### src/rtl/apu_uart_pkg.sv
// Shared types and byte encoding for the APU register-write UART link.
package apu_uart_pkg;

  localparam int   CLKS_PER_BIT_DEFAULT = 1250;
  localparam logic START_BIT            = 1'b0;
  localparam logic STOP_BIT             = 1'b1;
  localparam logic ADDR_FLAG            = 1'b1;

  typedef enum logic [1:0] {IDLE = 2'd0, START = 2'd1, DATA = 2'd2, STOP = 2'd3} tx_state_t;

  typedef struct packed {
    logic [5:0] index;
    logic [7:0] data;
  } apu_wr_t;

  // The data MSB travels in the LSB of the address byte so both bytes fit 7+1 bits.
  function automatic logic [7:0] enc_data_byte(apu_wr_t w);
    return {1'b0, w.data[6:0]};
  endfunction

  function automatic logic [7:0] enc_addr_byte(apu_wr_t w);
    return {ADDR_FLAG, w.index, w.data[7]};
  endfunction

endpackage

### src/rtl/apu_reg_uart_tx_if.sv
// Register-write request channel: valid/ready handshake carrying index and data.
interface apu_reg_uart_tx_if;
  logic       wr_valid;
  logic       wr_ready;
  logic [5:0] wr_index;
  logic [7:0] wr_data;

  modport master (output wr_valid, output wr_index, output wr_data, input wr_ready);
  modport slave  (input wr_valid, input wr_index, input wr_data, output wr_ready);
endinterface

### src/rtl/apu_reg_uart_tx_byte.sv
// Single-byte 8N1 serializer with baud counter; tx is registered one clock behind the FSM.
module uart_tx_byte
  import apu_uart_pkg::*;
#(
  parameter int CLKS_PER_BIT = CLKS_PER_BIT_DEFAULT
) (
  input  logic       clk,
  input  logic       rst_n,
  input  logic       start_i,
  input  logic [7:0] byte_i,
  output logic       idle_o,
  output logic       done_o,
  output logic       tx_o
);

  localparam int            CW       = (CLKS_PER_BIT > 1) ? $clog2(CLKS_PER_BIT) : 1;
  localparam logic [CW-1:0] CNT_LAST = CW'(CLKS_PER_BIT - 1);
  localparam logic [1:0]    ST_IDLE  = 2'(IDLE);
  localparam logic [1:0]    ST_START = 2'(START);
  localparam logic [1:0]    ST_DATA  = 2'(DATA);
  localparam logic [1:0]    ST_STOP  = 2'(STOP);

  logic [1:0]    state_q, state_d;
  logic [CW-1:0] cnt_q, cnt_d;
  logic [2:0]    bit_q, bit_d;
  logic [7:0]    sh_q, sh_d;
  logic          tx_q, tx_d;
  logic          bit_end;

  assign bit_end = (cnt_q == CNT_LAST);
  assign idle_o  = (state_q == ST_IDLE);
  assign done_o  = (state_q == ST_STOP) && bit_end;
  assign tx_o    = tx_q;

  always_comb begin
    state_d = state_q;
    cnt_d   = cnt_q;
    bit_d   = bit_q;
    sh_d    = sh_q;
    if (state_q != ST_IDLE) cnt_d = bit_end ? '0 : cnt_q + CW'(1);
    case (state_q)
      ST_IDLE: if (start_i) begin
        state_d = ST_START;
        sh_d    = byte_i;
      end
      ST_START: if (bit_end) begin
        state_d = ST_DATA;
        bit_d   = 3'd0;
      end
      ST_DATA: if (bit_end) begin
        sh_d  = {1'b0, sh_q[7:1]};
        bit_d = bit_q + 3'd1;
        if (bit_q == 3'd7) state_d = ST_STOP;
      end
      ST_STOP: if (bit_end) begin
        // A start offered here chains the next byte with no idle bit in between.
        if (start_i) begin
          state_d = ST_START;
          sh_d    = byte_i;
        end else begin
          state_d = ST_IDLE;
        end
      end
      default: state_d = ST_IDLE;
    endcase
  end

  always_comb begin
    tx_d = STOP_BIT;
    case (state_q)
      ST_START: tx_d = START_BIT;
      ST_DATA:  tx_d = sh_q[0];
      default:  tx_d = STOP_BIT;
    endcase
  end

  always_ff @(posedge clk or negedge rst_n) begin
    if (!rst_n) begin
      state_q <= ST_IDLE;
      cnt_q   <= '0;
      bit_q   <= '0;
      tx_q    <= STOP_BIT;
    end else begin
      state_q <= state_d;
      cnt_q   <= cnt_d;
      bit_q   <= bit_d;
      tx_q    <= tx_d;
    end
  end

  always_ff @(posedge clk) begin
    sh_q <= sh_d;
  end

endmodule

### src/rtl/apu_reg_uart_tx.sv
// APU register-write UART encoder: two 8N1 frames (data, then address) per write.
// Optional request FIFO is enabled by defining APU_TX_FIFO_EN.
module apu_reg_uart_tx
  import apu_uart_pkg::*;
#(
  parameter int CLKS_PER_BIT = CLKS_PER_BIT_DEFAULT,
  parameter int FIFO_DEPTH   = 4
) (
  input  logic                clk,
  input  logic                rst_n,
  apu_reg_uart_tx_if.slave    wr,
  output logic                tx,
  output logic                busy
);

  apu_wr_t    in_w, src_w;
  logic       src_vld, pop;
  logic       byte_start, byte_idle, byte_done;
  logic [7:0] byte_mux, addr_byte_q;
  logic       sel_q, sel_d;

  assign in_w = '{index: wr.wr_index, data: wr.wr_data};

`ifdef APU_TX_FIFO_EN
  localparam int AW = (FIFO_DEPTH > 1) ? $clog2(FIFO_DEPTH) : 1;

  apu_wr_t     mem_q [FIFO_DEPTH];
  logic [AW:0] wp_q, rp_q;
  logic        full, empty, push;

  // Extra pointer MSB separates full (MSBs differ) from empty (pointers equal).
  assign empty      = (wp_q == rp_q);
  assign full       = (wp_q[AW] != rp_q[AW]) && (wp_q[AW-1:0] == rp_q[AW-1:0]);
  assign src_vld    = !empty;
  assign src_w      = mem_q[rp_q[AW-1:0]];
  assign pop        = byte_idle && src_vld;
  assign wr.wr_ready = !full || pop;
  assign push       = wr.wr_valid && wr.wr_ready;
  assign busy       = !byte_idle || src_vld;

  always_ff @(posedge clk or negedge rst_n) begin
    if (!rst_n) begin
      wp_q <= '0;
      rp_q <= '0;
    end else begin
      if (push) wp_q <= wp_q + (AW+1)'(1);
      if (pop)  rp_q <= rp_q + (AW+1)'(1);
    end
  end

  always_ff @(posedge clk) begin
    if (push) mem_q[wp_q[AW-1:0]] <= in_w;
  end
`else
  assign src_vld     = wr.wr_valid;
  assign src_w       = in_w;
  assign pop         = byte_idle && src_vld;
  assign wr.wr_ready = byte_idle;
  assign busy        = !byte_idle;
`endif

  // sel_q=0 while the data byte is on the wire; its completion launches the address byte.
  assign byte_start = pop || (byte_done && !sel_q);
  assign byte_mux   = pop ? enc_data_byte(src_w) : addr_byte_q;

  always_comb begin
    sel_d = sel_q;
    if (pop)                     sel_d = 1'b0;
    else if (byte_done && !sel_q) sel_d = 1'b1;
  end

  always_ff @(posedge clk or negedge rst_n) begin
    if (!rst_n) sel_q <= 1'b1;
    else        sel_q <= sel_d;
  end

  always_ff @(posedge clk) begin
    if (pop) addr_byte_q <= enc_addr_byte(src_w);
  end

  uart_tx_byte #(.CLKS_PER_BIT(CLKS_PER_BIT)) u_byte (
    .clk     (clk),
    .rst_n   (rst_n),
    .start_i (byte_start),
    .byte_i  (byte_mux),
    .idle_o  (byte_idle),
    .done_o  (byte_done),
    .tx_o    (tx)
  );

endmodule
### src/flat_wrapper.sv
// flat-port wrapper written by rule: the top's interface ports become plain ports
module apu_reg_uart_tx_flat import apu_uart_pkg::*;
#(
  parameter int CLKS_PER_BIT = CLKS_PER_BIT_DEFAULT,
  parameter int FIFO_DEPTH   = 4
)
  (clk, rst_n, tx, busy, wr_wr_valid, wr_wr_index, wr_wr_data, wr_wr_ready);
  apu_reg_uart_tx_if wr_i ();
  input  logic clk;
  input  logic rst_n;
  output logic tx;
  output logic busy;
  input wire logic [$bits(wr_i.wr_valid)-1:0] wr_wr_valid;
  input wire logic [$bits(wr_i.wr_index)-1:0] wr_wr_index;
  input wire logic [$bits(wr_i.wr_data)-1:0] wr_wr_data;
  output wire logic [$bits(wr_i.wr_ready)-1:0] wr_wr_ready;
  assign wr_i.wr_valid = wr_wr_valid;
  assign wr_i.wr_index = wr_wr_index;
  assign wr_i.wr_data = wr_wr_data;
  assign wr_wr_ready = wr_i.wr_ready;
  apu_reg_uart_tx #(.CLKS_PER_BIT(CLKS_PER_BIT), .FIFO_DEPTH(FIFO_DEPTH)) u_core (.clk(clk), .rst_n(rst_n), .wr(wr_i), .tx(tx), .busy(busy));
endmodule
### config.mk
export PLATFORM = sky130hd
export DESIGN_NAME = apu_reg_uart_tx_flat
export DESIGN_NICKNAME = d
export VERILOG_FILES = /design/src/rtl/apu_uart_pkg.sv /design/src/rtl/apu_reg_uart_tx_if.sv /design/src/rtl/apu_reg_uart_tx_byte.sv /design/src/rtl/apu_reg_uart_tx.sv /design/src/flat_wrapper.sv
export SDC_FILE = /design/constraint.sdc
export NUM_CORES = 1
export LEC_CHECK = 0
export ABC_CLOCK_PERIOD_IN_PS = 5970
export CAP_MARGIN = 20
export CELL_PAD_IN_SITES_DETAIL_PLACEMENT = 1
export CELL_PAD_IN_SITES_GLOBAL_PLACEMENT = 2
export CORE_UTILIZATION = 25
export CTS_CLUSTER_SIZE = 10
export DETAILED_ROUTE_END_ITERATION = 6
export PLACE_DENSITY = 0.57
export SYNTH_ARGS = -nofsm -noshare
export SYNTH_HDL_FRONTEND = slang
export SYNTH_HIERARCHICAL = 1
export SYNTH_SLANG_ARGS = --single-unit
### constraint.sdc
create_clock -name clk -period 5.97 [get_ports clk]
set_input_delay 0.597 -clock clk [delete_from_list [all_inputs] [get_ports clk]]
set_output_delay 0.597 -clock clk [all_outputs]
set_load 0.01 [all_outputs]
# [Word-level counts from Yosys, hierarchy flattened]
# Cells that the tools add are included.
[word_totals] elab_cells=52 reg_bits=33 output_inout_bits=3 in_bits=17
[op_classes] addsub=2 n_eq_ne=10 n_reduce_logical=14 mux=19
[op_table] operator="$mux W8" n=4
[op_table] operator="$pmux W8 S3" n=1
[op_table] operator="$add A11 B1 Y11 const B" n=1
[op_table] operator="$eq A11 B11 Y1 const B" n=1
[op_table] operator="$mux W11" n=1
[op_table] operator="$mux W2" n=5
[op_table] operator="$ne A2 B2 Y1 const B" n=4
[op_table] operator="$pmux W2 S4" n=1
[op_table] operator="$mux W3" n=2
[op_table] operator="$pmux W3 S2" n=1
[op_table] operator="$reduce_and A3 Y1" n=2
[op_table] operator="$reduce_bool A2 Y1" n=3
[op_table] operator="$reduce_and A5 Y1" n=1
[op_table] operator="$eq A2 B2 Y1 const B" n=2
[op_table] operator="$add A3 B1 Y3 const B" n=1
[op_table] operator="$eq A3 B3 Y1 const B" n=1
[op_table] operator="$logic_and A1 B1 Y1" n=3
[op_table] operator="$mux W1" n=3
[op_table] operator="$reduce_bool A3 Y1" n=1
[op_table] operator="$eq A2 B1 Y1 const B" n=1
[op_table] operator="$logic_not A1 Y1" n=2
[op_table] operator="$logic_not A2 Y1" n=1
[op_table] operator="$ne A2 B1 Y1 const B" n=1
[op_table] operator="$pmux W1 S2" n=1
[op_table] operator="$logic_or A1 B1 Y1" n=1

# [Logic depth before layout (Yosys ltp)]
[depth] word_depth=7 ltp_mapped=12 ltp_nobuf=11

# [Hierarchy]
# The synthesis kept the hierarchy.
[modules_own_cells] module="uart_tx_byte" instances=1 cells_per_inst=110 area_each_um2=1277.5 seq_area_each_um2=666.9
[modules_own_cells] module="apu_reg_uart_tx" instances=1 cells_per_inst=22 area_each_um2=379.1 seq_area_each_um2=236.5

# [Least setup slack after synthesis]
# OpenSTA, ideal clock, no wires.
[synth_path] path_kind="register -> register" start="reg u_core.u_byte.cnt_q[3]" end="reg u_core.u_byte.sh_q[0], enable pin" period_less_slack_ps=2848 slack_ps=3122 setup_ps=380 required_time_ps=5590 n_path_buf=1 t_arrival_ps=2468 path_stages_with_launch=9 path_cell_list="dfrtp_1 or4b_1 nor4_2 buf_4 and2_1 inv_1 o21ai_0 nor2_1 nor3_1"
[synth_between] elab_chain_len=3 word_cells_on_any_way=4 cone_classes="eq/ne: 3; reduce/logical: 1"
[synth_lines] element="start, declared" line="apu_reg_uart_tx_byte.sv:24" text="logic [CW-1:0] cnt_q, cnt_d;"
[synth_lines] element="start signal, assigned" line="apu_reg_uart_tx_byte.sv:85" text="cnt_q <= cnt_d;"
[synth_lines] element="$eq A11 B11 Y1 *" line="apu_reg_uart_tx_byte.sv:30" text="assign bit_end = (cnt_q == CNT_LAST);"
[synth_lines] element="$ne A2 B2 Y1 (no line)"
[synth_lines] element="$reduce_and A3 Y1 (no line) *"
[synth_lines] element="end signal, assigned" line="apu_reg_uart_tx_byte.sv:92" text="sh_q <= sh_d;"
[synth_lines] element="end, declared" line="apu_reg_uart_tx_byte.sv:26" text="logic [7:0] sh_q, sh_d;"
# Every way passes the cells marked *; elsewhere a longest branch is shown, timed or not.
# A chain may end at the register's enable or synchronous reset.

# [Worst setup path in the final report]
[layout_path] start="reg u_core.u_byte.cnt_q[3]" end="reg u_core.u_byte.sh_q[2], enable pin"
# Same word-level chain as after synthesis.

==> summary.json <==
{
  "cts.sinks": 33,
  "first_global_vias": 1095,
  "design.portCount": 20,
  "crit_type": "reg2reg",
  "insertion_delay_ns": 0.28,
  "fp_rows": 29,
  "routed_via_density": 4.61,
  "port_buffers": 19,
  "dp.final_hpwl_um": 2560,
  "gr-usage-met1_pct": 14.9,
  "first_pass_iters": 4,
  "required_ns": 5.87,
  "timing.rr.end": "u_core/u_byte/sh_q[2]",
  "final.min_clock_period_ns": 3.23,
  "yosys-top-cells-area": "sky130_fd_sc_hd__edfxtp_1, sky130_fd_sc_hd__dfrtp_1, sky130_fd_sc_hd__ha_1, sky130_fd_sc_hd__mux2_4, sky130_fd_sc_hd__a22o_1",
  "p_leak_nw": 0.818,
  "global_route.usage.total_pct": 10.9,
  "final_min_period_over_clock_period_pct": 54.2,
  "cts_post_setup_buffers_inserted": 0,
  "power.density_nw_per_um2": 209,
  "path_delay_family": "simple AND/OR/NAND/NOR gates",
  "setup.worst_path.start_class": "flop",
  "ctsRootBufferMaster": "sky130_fd_sc_hd__clkbuf_8",
  "clk_path_buf_depth": 2,
  "fillers": 697,
  "floorplan.initialDensity_pct": 25.9,
  "wl_um": 3410,
  "cp_data_arrival_time_ns": 3.13,
  "asyncSetResetFlopFracSynth_pct": 54.5,
  "finClkSkew_ns": 0.00538,
  "unrepaired_setup_endpoints_after_global_routing": "false",
  "hold_viol": 0,
  "maxCapViolCount": 0,
  "yosys_warnings": 6,
  "cts.reportedPaths.clkPinSlew_ns": 0.06,
  "cts_hold_repair.buffers": 0,
  "worst_pin_slew_ns": 0.972,
  "crit_end": "u_core/u_byte/sh_q[2]",
  "worst_path_max_delay_cell": "sky130_fd_sc_hd__nor3_1",
  "grt_pass1_wl_um": 5800,
  "fin_nets": 180,
  "synth-seq-cells": 33,
  "synth_cell_types": 39,
  "antennaDiodeCount": 0,
  "die-area_um2": 6960,
  "htree_levels": 2,
  "max_freq_mhz": 309,
  "synth_edf_count": 15,
  "route.vias.total": 1070,
  "timing.critical_path.slowest_cell_delay_ns": 0.80,
  "end_kind": "flop",
  "numCtsBuffers": 5,
  "avgRoutedWirePerCell_um": 14.7,
  "antenna_violating_nets_post_route": 0,
  "syn_area_cell_um2": 12.5,
  "mappedNetlistNets": 158,
  "most_used_standard_cells_in_the_synthesized_netlist": "sky130_fd_sc_hd__dfrtp_1, sky130_fd_sc_hd__edfxtp_1, sky130_fd_sc_hd__nor2_1",
  "grt_util_met3_pct": 2.98,
  "setup_viol": 0,
  "hp-class": "reg2reg",
  "detail_route.drc_violations": 0,
  "timing.critical_path.from": "u_core/u_byte/cnt_q[3]",
  "yosysMostFrequentCell": "sky130_fd_sc_hd__dfrtp_1",
  "drtIter0Drc": 61,
  "layout_cells_sized_above_1_pct": 14.2,
  "die_boundary_width_um": 83.4,
  "clock_tree_from_tritoncts": "done",
  "crit_buf_inv": 2,
  "maxSlewHeadroom_pct": 34.7,
  "routabilityCongestion": 0.781,
  "r2r_cells": 8,
  "syn2layout_area_growth_pct": 21.3,
  "worstReg2RegStart": "u_core/u_byte/cnt_q[3]",
  "max_slew_violation_count": 0,
  "critical_path.max_fanout": 11,
  "setup_total_negative_slack_ns": 0,
  "post-synth-top-area-cell": "sky130_fd_sc_hd__edfxtp_1",
  "die_height_um": 83.4,
  "grt_util_met2_pct": 16.0,
  "cts-resized-gates": 0,
  "hold-worst-slack_ns": 0.463,
  "reg2reg_setup_slack_ns": 2.74,
  "grt_max_degree": 19,
  "antenna_found_initial": 0,
  "crit_path_cell_trace": "or4b_1 -> nor4_2 -> buf_4 -> and2_1 -> inv_1 -> o21ai_0 -> nor2_1 -> nor3_1",
  "max-vdd-ir-drop_uv": 107,
  "netlist.area_leader.share_pct": 27.2,
  "syn_inst": 132,
  "ys_seq_area_share_pct": 54.5,
  "global_route.peak_usage_layer": "met2",
  "syn_area_um2": 1660,
  "floorplan.core_area_um2": 6390,
  "run_status": "complete, no violations",
  "global_route.overflow_total": 0,
  "ys_dominant_reg_cell": "sky130_fd_sc_hd__dfrtp_1",
  "critical_path_depth": 8
}
where the power goes:
part	switching [W]	internal (W)
clock	0.0000763	0.0000940
combinational	0.00000406	0.00000916
sequential	0	0.000237
worst reg2reg max path, cell delays in order (launching register included):
cell and delay [ns]:
sky130_fd_sc_hd__dfrtp_1 0.45, sky130_fd_sc_hd__or4b_1 0.56, sky130_fd_sc_hd__nor4_2 0.15, sky130_fd_sc_hd__buf_4 0.22, sky130_fd_sc_hd__and2_1 0.16, sky130_fd_sc_hd__inv_1 0.04, sky130_fd_sc_hd__o21ai_0 0.40, sky130_fd_sc_hd__nor2_1 0.08
sky130_fd_sc_hd__nor3_1 0.80
cell type report:
class	count	area, um^2	share of cell area, %
multi-input cells	85	688	34.2
flip-flops and latches	33	903	45.0
well taps	77	96.3	4.79
repair buffers	20	198	9.84
inverters	9	33.8	1.68
clock buffers	8	90.1	4.48
per-layer routing:
| layer | part of all wire (%) | vias to the layer above | routed length [um] |
|---|---|---|---|
| li1 | - | 521 | - |
| met1 | 49 | 526 | 1660 |
| met2 | 46 | 18 | 1580 |
| met3 | 3.1 | 5 | 105 |
| met4 | 2.0 | 0 | 67 |
| met5 | 0 | - | 0 |
worst min path at each step:
stage,start,end,depth (start not counted)
after floorplan,rst_n,u_core/u_byte/bit_q[0],0
after global placement,u_core/u_byte/sh_q[0],u_core/u_byte/tx_o,2
after detailed placement,u_core/u_byte/sh_q[0],u_core/u_byte/tx_o,2
after CTS,u_core/u_byte/sh_q[0],u_core/u_byte/tx_o,2
after global routing,u_core/u_byte/sh_q[0],u_core/u_byte/tx_o,2
final,u_core/u_byte/sh_q[0],u_core/u_byte/tx_o,2
logic make-up after synthesis:
family | Yosys count | share of synthesized area, %
AND/OR/NAND/NOR | 36 | 11.9
adder cells (fa/ha/maj) | 9 | 6.80
flip-flops | 33 | 54.5
multiplexers | 10 | 8.31
buffers and inverters | 14 | 3.93
XOR/XNOR | 8 | 4.23
AO/OA/AOI/OAI | 22 | 10.3
cells in the final DEF, fill, tap and decap left out, types with 2 or more instances in the layout:
cell type,synthesis,layout
sky130_fd_sc_hd__clkbuf_1,2,2
sky130_fd_sc_hd__nor3_1,5,5
sky130_fd_sc_hd__clkbuf_8,0,6
sky130_fd_sc_hd__clkdlybuf4s50_1,0,19
sky130_fd_sc_hd__edfxtp_1,15,15
sky130_fd_sc_hd__a22o_1,9,9
sky130_fd_sc_hd__o21a_1,2,2
sky130_fd_sc_hd__nand3_1,3,3
sky130_fd_sc_hd__inv_1,9,9
sky130_fd_sc_hd__o21ai_0,3,3
sky130_fd_sc_hd__a22oi_1,2,2
sky130_fd_sc_hd__a21o_1,2,2
sky130_fd_sc_hd__and3_1,2,2
sky130_fd_sc_hd__dfstp_2,2,2
sky130_fd_sc_hd__mux2_4,7,7
sky130_fd_sc_hd__dfrtp_1,16,16
sky130_fd_sc_hd__mux2_2,2,2
sky130_fd_sc_hd__nand2_1,5,5
sky130_fd_sc_hd__nor2_1,10,10
sky130_fd_sc_hd__xnor2_1,4,4
sky130_fd_sc_hd__xor2_1,4,4
sky130_fd_sc_hd__ha_1,9,9
flip-flops by register name, summed over array words and instances (netlist names):
register / cells
u_core/u_byte/state_q: 2
u_core/u_byte/sh_q: 8
u_core/u_byte/cnt_q: 11
u_core/sel_q: 1
u_core/u_byte/bit_q: 3
u_core/addr_byte_q: 7
u_core/u_byte/tx_o: 1
stage by stage:
stage | power, W | util [%] | setup slack (ns) | instance area [um^2] | cells
2_1_floorplan | 0.000242 | - | 3.12 | 1660 | 132
6_report | 0.000420 | 31.5 | 2.74 | 2010 | 232
3_5_place_dp | 0.000255 | 30.1 | 2.75 | 1920 | 224
5_1_grt | 0.000441 | 31.5 | 2.48 | 2010 | 232
4_1_cts | 0.000430 | 31.5 | 2.71 | 2010 | 232
3_3_place_gp | 0.000254 | 30.1 | 2.91 | 1920 | 224
(Power assumes the default switching activity.)
